--- config.mk ---
export PLATFORM = sky130hd
export DESIGN_NAME = element_stack
export DESIGN_NICKNAME = d
export VERILOG_FILES = /design/src/rtl/element_stack.sv
export SDC_FILE = /design/constraint.sdc
export NUM_CORES = 1
export LEC_CHECK = 0
export CAP_MARGIN = 25
export CORE_MARGIN = 5
export CORE_UTILIZATION = 50
export CTS_CLUSTER_DIAMETER = 150
export DETAILED_ROUTE_END_ITERATION = 7
export PLACE_DENSITY_LB_ADDON = 0.1
export RECOVER_POWER = 50
export REMOVE_ABC_BUFFERS = 1
export SYNTH_ARGS = -nofsm -noshare
export SYNTH_HDL_FRONTEND = slang
export SYNTH_SLANG_ARGS = --single-unit
--- constraint.sdc ---
create_clock -name clock -period 5.8 [get_ports clock]
set_clock_uncertainty 0.2 [all_clocks]
set_input_delay 1.16 -clock clock [delete_from_list [all_inputs] [get_ports clock]]
set_output_delay 1.16 -clock clock [all_outputs]
set_load 0.02 [all_outputs]
--- src/rtl/element_stack.sv ---
// element_stack: tracks tag nesting into node/close records with sticky error flags; ELEMENT_STACK_STATS_EN adds max_depth/node_count stats
`ifndef ELE_TAG_BITES
`define ELE_TAG_BITES 3
`endif
module element_stack #(
  parameter int STACK_DEPTH = 16,
  parameter int SP_BITS = 5,
  parameter int NODE_BITS = 8
) (
  input  logic                      clock,
  input  logic                      reset,
  input  logic                      elem_done,
  input  logic [`ELE_TAG_BITES-1:0] element_tag,
  input  logic                      element_type,
  output logic                      node_valid,
  output logic [NODE_BITS-1:0]      node_id,
  output logic [`ELE_TAG_BITES-1:0] node_tag,
  output logic [NODE_BITS-1:0]      node_parent,
  output logic [SP_BITS-1:0]        node_depth,
  output logic                      close_valid,
  output logic [NODE_BITS-1:0]      close_id,
  output logic                      doc_done,
  output logic [3:0]                err_flags,
  output logic [SP_BITS-1:0]        max_depth,
  output logic [NODE_BITS-1:0]      node_count
);
  localparam int IW = $clog2(STACK_DEPTH);
  localparam logic [NODE_BITS-1:0] ROOT = '1;
  localparam logic [NODE_BITS-1:0] SAT = ROOT - 1'b1;
  localparam logic [SP_BITS-1:0] FULL = SP_BITS'(STACK_DEPTH);
  typedef enum logic [1:0] {S_EMPTY, S_OPEN, S_DONE} state_t;
  state_t state, state_n;
  logic [SP_BITS-1:0] sp;
  logic [NODE_BITS-1:0] next_id;
  logic elem_done_q;
  logic [`ELE_TAG_BITES-1:0] stk_tag [STACK_DEPTH];
  logic [NODE_BITS-1:0] stk_id [STACK_DEPTH];
  logic ev, start, stop, trailing, ovf, emit, push, pop, underflow, mismatch;
  logic [IW-1:0] top_i;
  assign ev = elem_done & ~elem_done_q;
  assign start = ev & ~element_type;
  assign stop = ev & element_type;
  assign trailing = start & (state == S_DONE);
  assign ovf = start & (state != S_DONE) & ((sp == FULL) | (next_id == SAT));
  assign emit = start & (state != S_DONE) & ~((sp == FULL) | (next_id == SAT));
  assign push = emit & (element_tag != `ELE_TAG_BITES'(4));
  assign pop = stop & (sp != '0);
  assign underflow = stop & (sp == '0);
  assign top_i = IW'(sp - 1'b1);
  assign mismatch = pop & (stk_tag[top_i] != element_tag);
  always_comb begin
    state_n = (pop && sp == SP_BITS'(1)) ? S_DONE : (emit && state == S_EMPTY) ? S_OPEN : state;
  end
  always_ff @(posedge clock) begin
    if (reset) state <= S_EMPTY;
    else state <= state_n;
  end
  always_ff @(posedge clock) begin
    if (push) begin
      stk_tag[IW'(sp)] <= element_tag;
      stk_id[IW'(sp)] <= next_id;
    end
  end
  always_ff @(posedge clock) begin
    if (reset) begin
      elem_done_q <= 1'b0;
      sp <= '0;
      next_id <= '0;
      node_valid <= 1'b0;
      node_id <= '0;
      node_tag <= '0;
      node_parent <= '0;
      node_depth <= '0;
      close_valid <= 1'b0;
      close_id <= '0;
      doc_done <= 1'b0;
      err_flags <= '0;
    end else begin
      elem_done_q <= elem_done;
      node_valid <= emit;
      close_valid <= pop;
      err_flags <= err_flags | {trailing, ovf, underflow, mismatch};
      if (emit) begin
        node_id <= next_id;
        node_tag <= element_tag;
        node_parent <= (sp == '0) ? ROOT : stk_id[top_i];
        node_depth <= sp;
        next_id <= next_id + 1'b1;
      end
      if (push) sp <= sp + 1'b1;
      if (pop) begin
        sp <= sp - 1'b1;
        close_id <= stk_id[top_i];
      end
      if (pop && sp == SP_BITS'(1)) doc_done <= 1'b1;
    end
  end
`ifdef ELEMENT_STACK_STATS_EN
  always_ff @(posedge clock) begin
    if (reset) begin
      max_depth <= '0;
      node_count <= '0;
    end else begin
      if (push && (sp + 1'b1) > max_depth) max_depth <= sp + 1'b1;
      if (emit) node_count <= node_count + 1'b1;
    end
  end
`else
  assign max_depth = '0;
  assign node_count = '0;
`endif
endmodule

==> After elaboration in Yosys (flattened, before gate mapping) <==
Memories as Yosys holds them, arrays and structs flattened.
Cells that the tools add are included.
{ "totals": {"mem_bits_rw": 176, "memories": 2, "elab_cells": 57, "input_bits": 7, "out_inout_bits": 52, "regBits": 55} }
{ "mem_list": {"columns": ["memory", "words", "word_bits", "read_ports", "rd_ports_with_merged_regs", "wr", "line_no", "source"], "rows": [
  ["stk_id", 16, 8, 1, 0, 1, "37", "logic [NODE_BITS-1:0] stk_id [STACK_DEPTH];"],
  ["stk_tag", 16, 3, 1, 0, 1, "36", "logic [`ELE_TAG_BITES-1:0] stk_tag [STACK_DEPTH];"]
]} }
{ "classes": {"add_sub_neg": 3, "muxes": 7, "reduce_logical": 8, "n_eq_ne": 7, "bitwise": 16} }
{ "op_table": {"columns": ["cell", "count"], "rows": [
  ["1-bit bitwise AND", 11],
  ["5-bit 2-to-1 mux", 2],
  ["8-bit by 1-bit adder with 8-bit output, second input constant", 1],
  ["8-bit == test, second input constant", 1],
  ["8-bit 2-to-1 mux", 1],
  ["5-bit by 1-bit adder with 5-bit output, second input constant", 1],
  ["5-bit by 1-bit == test with 1-bit output, second input constant", 1],
  ["5-bit == test, second input constant", 1],
  ["5-bit zero test", 1],
  ["5-bit nonzero test", 1],
  ["5-bit by 1-bit subtractor with 5-bit output, second input constant", 1],
  ["2-bit 2-to-1 mux", 2],
  ["4-bit bitwise OR", 1],
  ["2-bit nonzero test", 2],
  ["3-bit inequality test", 1],
  ["3-bit inequality test, second input constant", 1],
  ["1-bit inverter", 3],
  ["2-bit == test, second input constant", 1],
  ["1-bit logical AND", 2],
  ["2-bit zero test", 1],
  ["1-bit 2-to-1 mux", 2],
  ["2-bit inequality test, second input constant", 1],
  ["2-bit OR reduction", 1],
  ["1-bit bitwise OR", 1]
]} }

==> Logic depth before layout (Yosys ltp) <==
Gate-level depths: netlist of the first run.
{ "logic_depth": {"word_depth": 8, "depth_mapped": 14, "mapped_depth_nobuf": 7} }

==> Worst setup path before layout of the first run <==
No wires, ideal clock.
{ "synth_timing": {"kind": "register -> register", "from": "reg sp[0]", "to": "mem stk_id[0][0], enable pin", "period_less_slack_ps": 3834, "n_path_buf": 5, "required_ps": 5207, "t_arrival_ps": 3241, "setup_slack_ps": 1966, "setup_ps": 393, "path_stages_with_launch": 13, "path_cell_list": "dfxtp_1 buf_6 buf_4 buf_4 buf_4 inv_1 ha_1 nor4bb_1 a41oi_1 and3_1 clkbuf_1 nand2_1 nor3_1"} }
{ "synth_between": {"elab_chain_len": 7} }
{ "synth_lines": {"columns": ["item", "line_no", "source"], "rows": [
  ["start: declaration", "33", "logic [SP_BITS-1:0] sp;"],
  ["start signal: assignment", "90", "if (push) sp <= sp + 1'b1;"],
  ["start signal: assignment", "92", "sp <= sp - 1'b1;"],
  ["5-bit == test", "45", "assign emit = start & (state != S_DONE) & ~((sp == FULL) | (next_id == SAT));"],
  ["1-bit bitwise OR", "45", null],
  ["1-bit inverter", "45", null],
  ["1-bit bitwise AND", "45", null],
  ["1-bit bitwise AND", "46", "assign push = emit & (element_tag != `ELE_TAG_BITES'(4));"],
  ["1-bit 2-to-1 mux", "59", "if (push) begin"],
  ["1-bit 2-to-1 mux (not written as such)", "61", "stk_id[IW'(sp)] <= next_id;"],
  ["end: declaration", "37", null]
]} }
Parallel ways exist; a longest one is shown, timed or not.

==> Worst setup path in the final report of the first run <==
{ "layout_timing": {"from": "in element_tag[0]", "to": "mem stk_id[5][0], enable pin"} }
{ "layout_between": {"elab_chain_len": 4} }
{ "layout_lines": {"columns": ["item", "line_no", "source"], "rows": [
  ["start: declaration", "13", "input logic [`ELE_TAG_BITES-1:0] element_tag,"],
  ["3-bit inequality test", "46", null],
  ["1-bit bitwise AND", "46", null],
  ["1-bit 2-to-1 mux", "59", null],
  ["1-bit 2-to-1 mux (not written as such)", "61", null]
]} }
Every way passes these cells.

==> results.json, run 1 <==
{
  "outcome": "finished, violations left",
  "violations": "max-capacitance violations, max-slew violations",
  "die_h_um": 146,
  "die_w_um": 146,
  "core_um2": 18000,
  "slowest_stage": "nor2_1",
  "crit_type": "in -> reg",
  "drt-total-wl_mm": 20.3,
  "setup_viol": 0,
  "crit_chain": "dlygate4sd3_1 -> clkbuf_1 -> or3b_2 -> and3_1 -> nand2_1 -> nor2_1",
  "cts_resized": 0,
  "vias_per_cell": 5.77,
  "vias": 5087,
  "grt_pass1_vias": 5291,
  "drt.antenna.violating_nets": 0,
  "yosysUniqueCellTypes": 52,
  "area_growth_syn_to_layout_pct": 16.8,
  "tns_ns": 0,
  "hp-class": "reg -> reg",
  "clkSinkCount": 231,
  "final_common_cell": "edfxtp_1",
  "netlist_instances": 583,
  "syn_area_per_cell_um2": 15.8,
  "total_leakage_power_uw": 0.00370,
  "startpoint": "element_tag[0]",
  "drc": 0,
  "grt_pass1_wl_mm": 31.0,
  "cts_tree": "done",
  "clockPowerShare_pct": 42.3,
  "drtPass1Iterations": 4,
  "p_comb_share_pct": 11.5,
  "antenna_found_initial": 1,
  "gp_routability_congestion": 0.846,
  "max_stage_delay_ns": 0.80,
  "post_cts_buffers": 0,
  "setup.worst_path.end_class": "register",
  "drive_above_1_share_pct": 17.2,
  "fin_area_um2": 10700,
  "hold_viol_final": 0,
  "ys_ff_latch": 231,
  "grt_max_degree": 49,
  "clk_pin_slew_worst_paths_ns": 0.06,
  "reg2reg_slack_ns": 1.95,
  "crit_path_end": "stk_id[5][0]",
  "drv_cap": 1,
  "rows": 49,
  "cp.required_ns": 5.74,
  "nets": 650,
  "period_needed_ns": 4.19,
  "worst-slew-pin-transition_ns": 2.09,
  "dpl.hpwl_mm": 12.8,
  "regToRegEndpoint": "stk_id[5][0]",
  "regToRegStartpoint": "next_id[0]",
  "cp_max_fo": 22,
  "placed_area_um2": 9830,
  "final_core_util_pct": 59.5,
  "rsz0062_at_grt": "false",
  "pwr-share-seq_pct": 46.2,
  "io_pins": 59,
  "wl_per_cell_um": 23.0,
  "p_switching_uw": 934,
  "fmax_mhz": 239,
  "dieArea_um2": 21200,
  "relSlewSlack_pct": -39.2,
  "gr-total-overflow": 0,
  "ys.warnings.count": 0,
  "fillers": 1366,
  "io_buffers": 45,
  "htreeDepth": 1,
  "maxSlewViolCount": 49,
  "synthesis.area_um2": 9190,
  "clk_latency_ns": 0.52,
  "drtIter0Drc": 461,
  "cts_root_buf": "clkbuf_16",
  "min_period_over_period_pct": 72.2,
  "ys_seq_area_share_pct": 69.5,
  "layout_common_cells": "edfxtp_1 (176), nand2_1 (58), dfxtp_1 (54)",
  "power_per_cell_area_nw_per_um2": 370,
  "diodes": 0,
  "cp.arrival_ns": 4.12,
  "ir_worst_vdd_mv": 0.271,
  "r2r_cells": 6,
  "cp-start-kind": "primary input",
  "cts_buffer_depth": 3,
  "start_util_pct": 51.0,
  "p_int_uw": 3040,
  "grt_util_all_layers_pct": 18.8,
  "swShare_pct": 23.5,
  "ctsHoldBuffers": 0,
  "numCtsBuffers": 24
}
-- logic make-up after synthesis --
family	count (synthesis)	share of synthesized area, %
multiplexers	55	12.3
AND/OR/NAND/NOR	153	8.13
buffers and inverters	51	3.01
AO/OA/AOI/OAI	75	5.08
XOR/XNOR	10	0.954
other	1	0.0408
flip-flops	231	69.5
adder cells (fa/ha/maj)	7	0.954
-- synthesized netlist by cell type (all sizes together) --
library cell  count  area [um^2]
edfxtp          176         5290
nand2            59          224
dfxtp            55         1100
mux4             45         1020
a21oi            30          150
buf              30          198
nor2             29          109
o21ai            19         95.1
nand3            17         85.1
clkbuf           14         52.6
mux2             10          113
o31ai             9         81.3
and3              7         48.8
ha                7         87.6
inv               7         26.3
nor3              7         35.0
xnor2             7         61.3
nor2b             6         37.5
or4               5         45.0
a21boi            4         30.0
nand2b            4         25.0
nand4             4         25.0
nor4              4         25.0
o211ai            4         30.0
a41oi             3         33.8
xor2              3         26.3
a31oi             2         12.5
nor3b             2         15.0
or3               2         12.5
a211oi            1         7.51
a22o              1         8.76
a41o              1         10.0
and2              1         6.26
and3b             1         8.76
and4              1         8.76
conb              1         3.75
nand4b            1         8.76
nor4b             1         8.76
nor4bb            1         10.0
o21a              1         7.51
or3b              1         8.76
-- layer usage --
metal / share of wire (%) / vias up / GRT usage, %
li1: - / 2318 / -
met2: 51 / 131 / 32.4
met5: 0.064 / - / 0
met4: 2.4 / 2 / 5.46
met3: 5.0 / 43 / 3.24
met1: 41 / 2593 / 24.7
-- critical path: cells and delay by family --
kind,cells,cell delay [ns]
buffers and inverters,2,1.29
AND/OR/NAND/NOR,4,1.65
-- worst min-delay path by stage --
stage | from | endpoint | slack (ns) | cells past startpoint
2_1_floorplan | state[1] | state[1] | 0.25 | 2
3_3_place_gp | doc_done | doc_done | 0.24 | 2
3_5_place_dp | doc_done | doc_done | 0.25 | 2
4_1_cts | doc_done | doc_done | 0.25 | 2
5_1_grt | doc_done | doc_done | 0.27 | 2
6_report | doc_done | doc_done | 0.25 | 2
-- cell type report --
cell class	count	area, um^2	area share (%)
multi-input cells	313	2580	24.1
well taps	229	287	2.67
repair buffers	59	562	5.23
clock inverters	14	203	1.89
inverters	7	26.3	0.245
flip-flops and latches	231	6390	59.5
clock buffers	29	682	6.35
-- state kept, by name (all words and copies together), names as in the netlist, 4 cells and up --
| name | count |
|---|---|
| close_id | 8 |
| node_depth | 5 |
| sp | 5 |
| stk_id | 128 |
| node_id | 8 |
| next_id | 8 |
| err_flags | 4 |
| node_parent | 8 |
| stk_tag | 48 |
-- metrics by stage --
step | hold WS (ns) | std cells | power, uW | setup slack (ns)
6_report | 0.248 | 882 | 3970 | 1.61
5_1_grt | 0.269 | 882 | 4110 | 1.42
4_1_cts | 0.253 | 879 | 4000 | 1.87
3_5_place_dp | 0.248 | 836 | 2330 | 1.34
3_3_place_gp | 0.237 | 835 | 2330 | 1.46
2_1_floorplan | 0.250 | 551 | 2160 | 0.559
-- power by group through the flow --
| stage | sequential (uW) | clock, uW | combinational, uW |
|---|---|---|---|
| after floorplan | 1880 | 0 | 272 |
| after global placement | 1870 | 0 | 456 |
| after detailed placement | 1870 | 0 | 461 |
| after CTS | 1840 | 1700 | 463 |
| after global routing | 1840 | 1780 | 488 |
| final | 1830 | 1680 | 457 |
(Power assumes the default switching activity.)
==> run 2: changes to the inputs <==
==> constraint.sdc (replaced) <==
create_clock -name clock -period 3.7 [get_ports clock]
set_clock_uncertainty 0.2 [all_clocks]
set_input_delay 0.74 -clock clock [delete_from_list [all_inputs] [get_ports clock]]
set_output_delay 0.74 -clock clock [all_outputs]
set_load 0.02 [all_outputs]
==> run 2 against run 1 <==
The flow still finishes with violations (max-capacitance violations, max-slew violations). Critical path depth rose by 2. Sequential share of layout area rose by 0.076 points. Flip-flop and latch count did not move. Core utilization fell by 0.076 points. Die area did not move. Wire length rose by 3.3%. Total power rose by 46%. Clock power rose by 32%.
==> results.json, run 2 (synthesis gave the netlist of run 1 again) <==
{
  "outcome": "finished, violations left",
  "violations": "max-capacitance violations, max-slew violations",
  "pwr-share-seq_pct": 49.0,
  "clkSinkCount": 231,
  "power_per_cell_area_nw_per_um2": 542,
  "cts_tree": "done",
  "swShare_pct": 24.2,
  "reg2reg_slack_ns": 0.58,
  "grt_util_all_layers_pct": 19.8,
  "vias_per_cell": 5.70,
  "ir_worst_vdd_mv": 0.400,
  "hold_path_depth": 2,
  "place_ws_ns": 0.357,
  "cp.arrival_ns": 3.13,
  "reg_top3": "stk_id x128, stk_tag x48",
  "clk_latency_ns": 0.51,
  "ctsHoldBuffers": 0,
  "p_int_uw": 4400,
  "cp.required_ns": 3.71,
  "antenna_found_initial": 0,
  "slowest_stage": "dfxtp_1",
  "period_needed_ns": 3.12,
  "die_h_um": 146,
  "drc": 0,
  "dieArea_um2": 21200,
  "layout_common_cells": "edfxtp_1 (176), nand2_1 (58), dfxtp_1 (54)",
  "start_util_pct": 51.0,
  "rsz0062_at_grt": "false",
  "r2r_cells": 8,
  "core_um2": 18000,
  "p_switching_uw": 1400,
  "top_register": "stk_id",
  "cp_max_fo": 11,
  "post_cts_buffers": 0,
  "drv_cap": 1,
  "clockPowerShare_pct": 38.0,
  "drt.antenna.violating_nets": 0,
  "worstHoldStart": "node_tag[1]",
  "numCtsBuffers": 23,
  "gr-total-overflow": 0,
  "crit_type": "reg -> reg",
  "drtPass1Iterations": 5,
  "hold_viol_final": 0,
  "max_stage_delay_ns": 0.52,
  "grt_pass1_wl_mm": 32.5,
  "fin_ws_ns": 0.576,
  "wl_per_cell_um": 23.0,
  "grt_max_degree": 48,
  "cp-start-kind": "register",
  "setup_viol": 0,
  "rows": 49,
  "drive_above_1_share_pct": 18.4,
  "drt-total-wl_mm": 20.9,
  "tns_ns": 0,
  "fmax_mhz": 320,
  "drtIter0Drc": 460,
  "cts_resized": 0,
  "worst_hold_slack_ns": 0.253,
  "largest_register_ffs": 128,
  "cts_root_buf": "clkbuf_16",
  "dp_cells": 867,
  "diodes": 0,
  "grt_pass1_vias": 5322,
  "stdcell_count": 909,
  "worst-slew-pin-transition_ns": 2.07,
  "regToRegStartpoint": "sp[1]",
  "relSlewSlack_pct": -38.3,
  "die_w_um": 146,
  "gp_routability_congestion": 0.897,
  "final_common_cell": "edfxtp_1",
  "dpl.hpwl_mm": 13.9,
  "setup.worst_path.end_class": "register",
  "nets": 677,
  "io_pins": 59,
  "htreeDepth": 1,
  "p_comb_share_pct": 13.0,
  "min_period_over_period_pct": 84.4,
  "maxSlewViolCount": 48,
  "clk_pin_slew_worst_paths_ns": 0.06,
  "hp-class": "reg -> reg",
  "area_growth_syn_to_layout_pct": 16.7,
  "io_buffers": 45,
  "vias": 5181,
  "startpoint": "sp[1]",
  "cts_buffer_depth": 3,
  "total_leakage_power_uw": 0.00373,
  "crit_chain": "inv_1 -> ha_1 -> nor4bb_1 -> a41oi_1 -> and3_1 -> nand2_1 -> nor3_1 -> buf_4",
  "final_core_util_pct": 59.5
}
[run 2: cell types whose count changed in the layout (fill, tap and decap cells not counted), moves of 2 or more]
cell       delta
clkbuf_1     +12
clkbuf_16     -3
buf_4        +23
bufinv_16     -3
clkinv_1      +2
clkbuf_8      -2
[run 2: cell type report]
cell class	count	area, um^2
Clock buffer	29	598
Clock inverter	13	115
Fill cell	1383	7310
Inverter	7	26.3
Multi-Input combinational cell	313	2580
Sequential cell	231	6390
Tap cell	229	287
Timing Repair Buffer	87	719
[run 2: worst paths after layout]
check / to
max: stk_id[0][5]
min: node_tag[1]
max reg2reg: stk_id[0][5]
min reg2reg: node_tag[1]
[run 2: power groups by stage]
stage                     Clock (uW)  Combinational (uW)  Sequential [uW]
after global placement             0                 754             2900
after global routing            2380                 817             2850
final                           2210                 753             2840
after detailed placement           0                 765             2900
after floorplan                    0                 427             2950
after CTS                       2250                 769             2840
[run 2: metrics by stage]
stage / cell area (um^2) / total power [uW]
after floorplan: 8980 / 3380
after global placement: 10000 / 3650
after detailed placement: 10000 / 3660
after CTS: 10800 / 5860
after global routing: 10700 / 6040
final: 10700 / 5810
[run 2: metal layers]
layer	track usage (%)	vias to the layer above	share of wire, %
met1	26.9	2634	41
met2	34.0	138	51
li1	-	2379	-
met4	5.36	0	2.4
met3	2.62	30	5.1
met5	0	-	0
[run 2: worst max-delay path: cells and delay by family (launching register included)]
family | cells | cell delay, ns
AOI/OAI and AO/OA | 1 | 0.40
adders and majority gates | 1 | 0.26
buffers and inverters | 2 | 0.39
DFF | 1 | 0.52
and+or+nand+nor | 4 | 1.05
